==> src/rtl/enc_pkg.sv <==
// ============================================================================
// Package : enc_pkg
// Brief   : Shared helpers for the parametrised one-hot/priority encoder.
// Rev     : 1.0 - initial release
// ============================================================================
`default_nettype none

package enc_pkg;

  // Widest request word the helper functions can handle; words are zero-extended to this.
  localparam int unsigned ENC_MAX_N = 256;

  function automatic int unsigned clog2_safe(input int unsigned n);
    int unsigned w;
    w = $clog2(n);
    return (w < 1) ? 1 : w;
  endfunction

  function automatic int unsigned prio_index(input logic [ENC_MAX_N-1:0] data,
                                             input int unsigned          n,
                                             input logic                 msb_first);
    int unsigned idx;
    idx = 0;
    if (msb_first) begin
      for (int unsigned i = 0; i < ENC_MAX_N; i++) begin
        if (i < n && data[i]) idx = i;
      end
    end else begin
      for (int i = ENC_MAX_N - 1; i >= 0; i--) begin
        if (int'(n) > i && data[i]) idx = i;
      end
    end
    return idx;
  endfunction

  function automatic logic is_multi(input logic [ENC_MAX_N-1:0] data,
                                    input int unsigned          n);
    int unsigned cnt;
    cnt = 0;
    for (int unsigned i = 0; i < ENC_MAX_N; i++) begin
      if (i < n && data[i]) cnt++;
    end
    return (cnt >= 2);
  endfunction

endpackage

`default_nettype wire

==> src/rtl/onehot_prio_core.sv <==
// ============================================================================
// Module : onehot_prio_core
// Brief  : Combinational map of a request word to {code, zero, multi}.
// Rev    : 1.0 - initial release
// ============================================================================
`default_nettype none

module onehot_prio_core
  import enc_pkg::*;
#(
  parameter int unsigned N         = 8,
  parameter int unsigned MSB_FIRST = 0,
  localparam int unsigned W        = clog2_safe(N)
) (
  input  logic [N-1:0] data_i,
  output logic [W-1:0] code_o,
  output logic         zero_o,
  output logic         multi_o
);

  logic [ENC_MAX_N-1:0] w_ext;
  int unsigned          w_idx;

  assign w_ext   = ENC_MAX_N'(data_i);
  assign w_idx   = prio_index(w_ext, N, (MSB_FIRST != 0));
  // The winner is always a real bit position, so the index fits in W bits and stays below N.
  assign code_o  = W'(w_idx);
  assign zero_o  = ~|data_i;
  assign multi_o = is_multi(w_ext, N);

endmodule

`default_nettype wire

==> src/rtl/onehot_encoder_pipe.sv <==
// ============================================================================
// Module : onehot_encoder_pipe
// Brief  : Priority encoder with valid/ready input and one registered output
//          stage; optional saturating multi-hot counter under ENC_MULTI_CNT_EN.
// Rev    : 1.0 - initial release
// ============================================================================
`default_nettype none

module onehot_encoder_pipe
  import enc_pkg::*;
#(
  parameter int unsigned N         = 8,
  parameter int unsigned MSB_FIRST = 0,
  parameter int unsigned CNT_W     = 8,
  localparam int unsigned W        = clog2_safe(N)
) (
  input  logic             clk,
  input  logic             rst,
  input  logic             in_valid,
  output logic             in_ready,
  input  logic [N-1:0]     data,
  output logic             out_valid,
  input  logic             out_ready,
  output logic [W-1:0]     code,
  output logic             zero,
  output logic             multi
`ifdef ENC_MULTI_CNT_EN
  ,
  output logic [CNT_W-1:0] multi_cnt
`endif
);

  logic [W-1:0] w_code;
  logic         w_zero;
  logic         w_multi;
  logic         w_accept;

  logic         out_valid_q, out_valid_d;
  logic [W-1:0] code_q, code_d;
  logic         zero_q, zero_d;
  logic         multi_q, multi_d;

  onehot_prio_core #(
    .N         (N),
    .MSB_FIRST (MSB_FIRST)
  ) u_core (
    .data_i  (data),
    .code_o  (w_code),
    .zero_o  (w_zero),
    .multi_o (w_multi)
  );

  assign in_ready = !out_valid_q || out_ready;
  assign w_accept = in_valid && in_ready;

  always_comb begin
    out_valid_d = out_valid_q;
    code_d      = code_q;
    zero_d      = zero_q;
    multi_d     = multi_q;
    if (w_accept) begin
      out_valid_d = 1'b1;
      code_d      = w_code;
      zero_d      = w_zero;
      multi_d     = w_multi;
    end else if (out_ready) begin
      // Drained with nothing new: payload is left as-is since it is don't-care.
      out_valid_d = 1'b0;
    end
  end

  always_ff @(posedge clk) begin
    if (rst) begin
      out_valid_q <= 1'b0;
      code_q      <= '0;
      zero_q      <= 1'b0;
      multi_q     <= 1'b0;
    end else begin
      out_valid_q <= out_valid_d;
      code_q      <= code_d;
      zero_q      <= zero_d;
      multi_q     <= multi_d;
    end
  end

  assign out_valid = out_valid_q;
  assign code      = code_q;
  assign zero      = zero_q;
  assign multi     = multi_q;

`ifdef ENC_MULTI_CNT_EN
  logic [CNT_W-1:0] cnt_q, cnt_d;

  // Counted on accept, not on output, and held at all-ones once saturated.
  always_comb begin
    cnt_d = cnt_q;
    if (w_accept && w_multi && (cnt_q != {CNT_W{1'b1}})) begin
      cnt_d = cnt_q + 1'b1;
    end
  end

  always_ff @(posedge clk) begin
    if (rst) begin
      cnt_q <= '0;
    end else begin
      cnt_q <= cnt_d;
    end
  end

  assign multi_cnt = cnt_q;
`endif

endmodule

`default_nettype wire

==> config.mk <==
export PLATFORM = sky130hd
export DESIGN_NAME = onehot_encoder_pipe
export DESIGN_NICKNAME = d
export VERILOG_FILES = /design/src/rtl/enc_pkg.sv /design/src/rtl/onehot_prio_core.sv /design/src/rtl/onehot_encoder_pipe.sv
export SDC_FILE = /design/constraint.sdc
export NUM_CORES = 1
export LEC_CHECK = 0
export ABC_AREA = 1
export CAP_MARGIN = 15
export CORE_MARGIN = 1
export CORE_UTILIZATION = 35
export DETAILED_ROUTE_END_ITERATION = 7
export GPL_ROUTABILITY_DRIVEN = 0
export GPL_TIMING_DRIVEN = 0
export PLACE_DENSITY = 0.55
export SLEW_MARGIN = 25
export SYNTH_ARGS = -nofsm -noshare
export SYNTH_HDL_FRONTEND = slang
export SYNTH_SLANG_ARGS = --single-unit
==> constraint.sdc <==
create_clock -name clk -period 5.81 [get_ports clk]
set_input_delay 1.162 -clock clk [delete_from_list [all_inputs] [get_ports clk]]
set_output_delay 1.162 -clock clk [all_outputs]
set_load 0.01 [all_outputs]
---- Yosys cells after proc, flatten, opt, wreduce, memory -nomap -nowiden ----
Index checks and enable logic that the tools add are counted.
word-level totals
  flip-flop bits (word level) ............. 6
  bits of input ports ..................... 12
  word-level logic and storage cells ...... 36
operators by class
  add/subtract/negate cells ............... 7
  $lt $le $gt $ge ......................... 1
  multiplexer cells ....................... 18
  reduce and logical (&&, ||, !) cells .... 6
operators by type and width
  cell                                                                count
  adder 32 x 1 -> 32 bit, second input constant                       7
  2-to-1 mux 32 bit                                                   7
  greater-or-equal comparator 32 x 2 -> 1 bit, second input constant  1
  2-to-1 mux 3 bit                                                    8
  OR reduction 8 bit                                                  1
  2-to-1 mux 1 bit                                                    3
  logical NOT 1 bit                                                   2
  nonzero test 2 bit                                                  1
  logical AND 1 bit                                                   1
  logical OR 1 bit                                                    1

---- Longest topological paths before layout ----
  depth in word-level cells ............... 16
  depth in mapped cells ................... 28
  gate-level depth less buffers ........... 28

---- Hierarchy ----
A second synthesis with hierarchy kept.
second synthesis, totals
  cells, all modules ...................... 170
  area total of the unflattened synthesis .. 1014.7 µm²
by module, submodules not included
  module               instances  cells an instance  area an instance (µm²)  seq. area each (µm²)
  onehot_prio_core     1          132                725.7                   0.0
  onehot_encoder_pipe  1          38                 289.0                   120.1

---- Least setup slack after synthesis ----
No wires, ideal clock.
  path kind ............................... input to register
  from .................................... input data[0]
  to ...................................... register multi_q (netlist: multi)
  setup time .............................. 0.117 ns
  data arrival time ....................... 4.305 ns
  slack ................................... 1.388 ns
  cell stages on the path ................. 26
  cell sequence ........................... inv_1 ha_1 inv_1 nand2_2 nand2_1 nand2_2 nand2_2 inv_1 ha_1 or2_2 nand2_1 inv_1 ha_1 or2_2 nand2_1 inv_1 ha_1 nand2_1 o21ai_2 ha_1 inv_1 nand2_1 nand2_1 nand3_1 nor2_1 nor2_1
between the ends
  word-level cells in the longest chain between the ends .. 16
RTL lines
  element                                        line                       text
  start, declared                                onehot_encoder_pipe.sv:21  input logic [N-1:0] data,
  2-to-1 mux 1 bit *                             enc_pkg.sv:41              if (i < n && data[i]) cnt++;
  adder 32 x 1 -> 32 bit                         enc_pkg.sv:41
  2-to-1 mux 32 bit *                            enc_pkg.sv:41
  adder 32 x 1 -> 32 bit                         enc_pkg.sv:41
  2-to-1 mux 32 bit *                            enc_pkg.sv:41
  adder 32 x 1 -> 32 bit                         enc_pkg.sv:41
  2-to-1 mux 32 bit *                            enc_pkg.sv:41
  adder 32 x 1 -> 32 bit                         enc_pkg.sv:41
  2-to-1 mux 32 bit *                            enc_pkg.sv:41
  adder 32 x 1 -> 32 bit                         enc_pkg.sv:41
  2-to-1 mux 32 bit *                            enc_pkg.sv:41
  adder 32 x 1 -> 32 bit                         enc_pkg.sv:41
  2-to-1 mux 32 bit *                            enc_pkg.sv:41
  adder 32 x 1 -> 32 bit                         enc_pkg.sv:41
  2-to-1 mux 32 bit *                            enc_pkg.sv:41
  greater-or-equal comparator 32 x 2 -> 1 bit *  enc_pkg.sv:43              return (cnt >= 2);
  end signal, assigned                           onehot_encoder_pipe.sv:82  multi_q <= multi_d;
  end, declared                                  onehot_encoder_pipe.sv:41  logic multi_q, multi_d;
Every way passes the cells marked *; elsewhere a longest branch is shown, timed or not.
A chain may end at the register's enable or synchronous reset.

---- Worst setup path after layout ----
Ends and elaborated chain as after synthesis.

==> impl_metrics.csv <==
group,metric,value,unit
worst_setup_path,crit_arrival,5.15,ns
global_route,track_usage,0.162,
sta,setup_viol,0,
drt,via_per_inst,4.60,
finish,synthToLayoutAreaGrowth,26.6,%
floorplanning,core,2250,sq um
clocking,numCtsBuffers,3,
job,cap_viol_max_count,0,
global_route,antenna_found_initial,0,
synth,syn_area,855,sq um
drt,first_iter_violations,13,
sta,max_freq,0.199,GHz
place,port_buffers,17,
finish,fillCellCount,249,
sta,worst_pin_slew,0.360,ns
drt,wl_per_cell,9.27,um
finish,layout_commonest_cell,"nand2_1",
finish,fin_util,0.480,
worst_setup_path,crit_type,"in -> reg",
drt,vias,902,
clocking,postCtsHoldBufs,0,
sta,slew_headroom,0.758,
clocking,clkSlewWorstSetupHoldPaths,0.04,ns
sta,slew_viol_final,0,
worst_setup_path,required,5.94,ns
worst_setup_path,slowest_stage,"clkdlybuf4s50_1",
power,p_leak,0.000602,uW
worst_setup_path,cpMostUsedCell,"inv_1",
synth,syn_inst,148,
place,place_inst,193,
clocking,cts_resized,0,
sta,finalClockSkew,0.00233,ns
run_status,status,"complete, no violations",
finish,stdcell_area,1080,sq um
clocking,cts_buffer_depth,2,
floorplanning,rows,17,
floorplanning,die_area,2640,sq um
floorplanning,die_width,51.4,um
clocking,clock-sinks,6,
clocking,cts_setup_buffers,0,
synth,syn_avg_cell_area,5.77,sq um
place,dpl_cell_area,1060,sq um
global_route,grt_pass1_wl,3390,um
sta,finalHoldViolations,0,
clocking,cts-root-buf,"clkbuf_4",
drt,drt_wl_total,1820,um
power,peakVddDrop,0.118,mV
worst_setup_path,worstPathMaxFanout,4,
clocking,htreeDepth,1,
place,dp_hpwl,1550,um
drt,drc_errors,0,
global_route,overflow,0,
floorplanning,start_util,0.379,
floorplanning,die_h,51.4,um
worst_hold_path,min_path_type,"reg -> reg",
synth,synth_fp_nets,168,
sta,rsz0062_at_grt,"false",
synth,synth-warning-count,0,
finish,final_cell_mix,"44 x nand2_1, 26 x inv_1, 17 x clkdlybuf4s50_1",
drt,postRouteAntennaNets,0,
clocking,cts_tree,"done",
synth,synth_seq_cells,6,
power,pwr_density_cell,165,nW/um^2
finish,final_cell_count_no_fill,196,
finish,num_antenna_cells,0,
sta,min_period_over_period,0.865,
finish,nNetsFinal,190,
synth,synthDistinctLibCells,23,
global_route,grt_start_max_net_pins,9,
synth,synth-seq-area-share,0.141,
sta,layout_min_cycle_time,5.03,ns
power,power.total,179,uW
global_route,grt_pass1_vias,874,
worst_setup_path,endpoint_kind,"flip-flop",
clocking,clk-insertion-delay-late,0.24,ns
floorplanning,ios,19,
finish,drive_gt1_frac,0.161,
sta,tns,0,ns
drt,first_pass_iters,4,
worst_setup_path,max_stage_delay,0.53,ns
worst_setup_path,cp-start-kind,"input port",
## metrics by stage
stage / hold slack [ns] / setup WS, ns
floorplan: 0.484 / 1.39
global placement: 0.458 / 0.565
detailed placement: 0.460 / 0.529
CTS: 0.469 / 0.766
global route: 0.505 / 0.502
finish: 0.467 / 0.785
## cells by family (layout without fill, tap and decap cells)
group | after synthesis | in the layout | synth area share
simple gates | 90 | 90 | 0.502
buf+inv | 29 | 49 | 0.139
compound gates | 15 | 15 | 0.101
fa+ha+maj | 8 | 8 | 0.117
flops | 6 | 6 | 0.141
## cell type report
cell class	instances	area (sq um)	area share
Buffer	1	11.3	0.0104
Sequential cell	6	120	0.111
Multi-Input combinational cell	113	616	0.569
Inverter	28	108	0.0994
Clock buffer	3	22.5	0.0208
Tap cell	28	35.0	0.0324
Timing Repair Buffer	17	170	0.157
## cells in the mapped netlist
master,number,area [sq um]
inv_1,26,97.6
o21ai_0,6,30.0
a22oi_1,1,7.51
nor4_1,1,6.26
nand3_1,14,70.1
inv_4,1,6.26
buf_6,1,11.3
nor2_1,8,30.0
nand3b_1,1,7.51
o21ai_2,1,8.76
ha_1,8,100
nor2_2,2,12.5
nor3_1,2,10.0
dfxtp_1,6,120
o22ai_1,1,6.26
inv_2,1,3.75
or2_2,2,12.5
nand2_1,44,165
a21oi_2,1,8.76
a21oi_1,5,25.0
nand3_2,4,40.0
and2_1,1,6.26
nand2_2,11,68.8
## path summary, 6_finish.rpt
kind | cells after the start | end | slack, ns | start
max | 26 | multi | 0.78 | data[0]
min | 2 | code[0] | 0.47 | code[0]
max reg2reg | 8 | multi | 4.67 | out_valid
min reg2reg | 2 | code[0] | 0.47 | code[0]
## sequential cells by signal, indices dropped and copies added, names as in the netlist
name,count
multi,1
out_valid,1
code,3
zero,1
## layer usage
layer	GRT usage	share of wire
met5	0	0
met4	0.0541	0
met3	0.0179	0.022
met2	0.277	0.44
met1	0.207	0.54
## critical path, delay by kind of cell
kind	cells	cell delay (ns)
adder cells (fa/ha/maj)	5	1.49
AO/OA/AOI/OAI	1	0.08
AND/OR/NAND/NOR	13	1.46
buffers and inverters	7	0.96
## report_power, final
| part | internal, uW | total, uW | switching (uW) |
|---|---|---|---|
| Sequential | 43.9 | 45.1 | 1.14 |
| Clock | 23.3 | 36.8 | 13.6 |
| Combinational | 40.6 | 97.0 | 56.5 |
No activity file was read; power rests on OpenSTA's default activity.
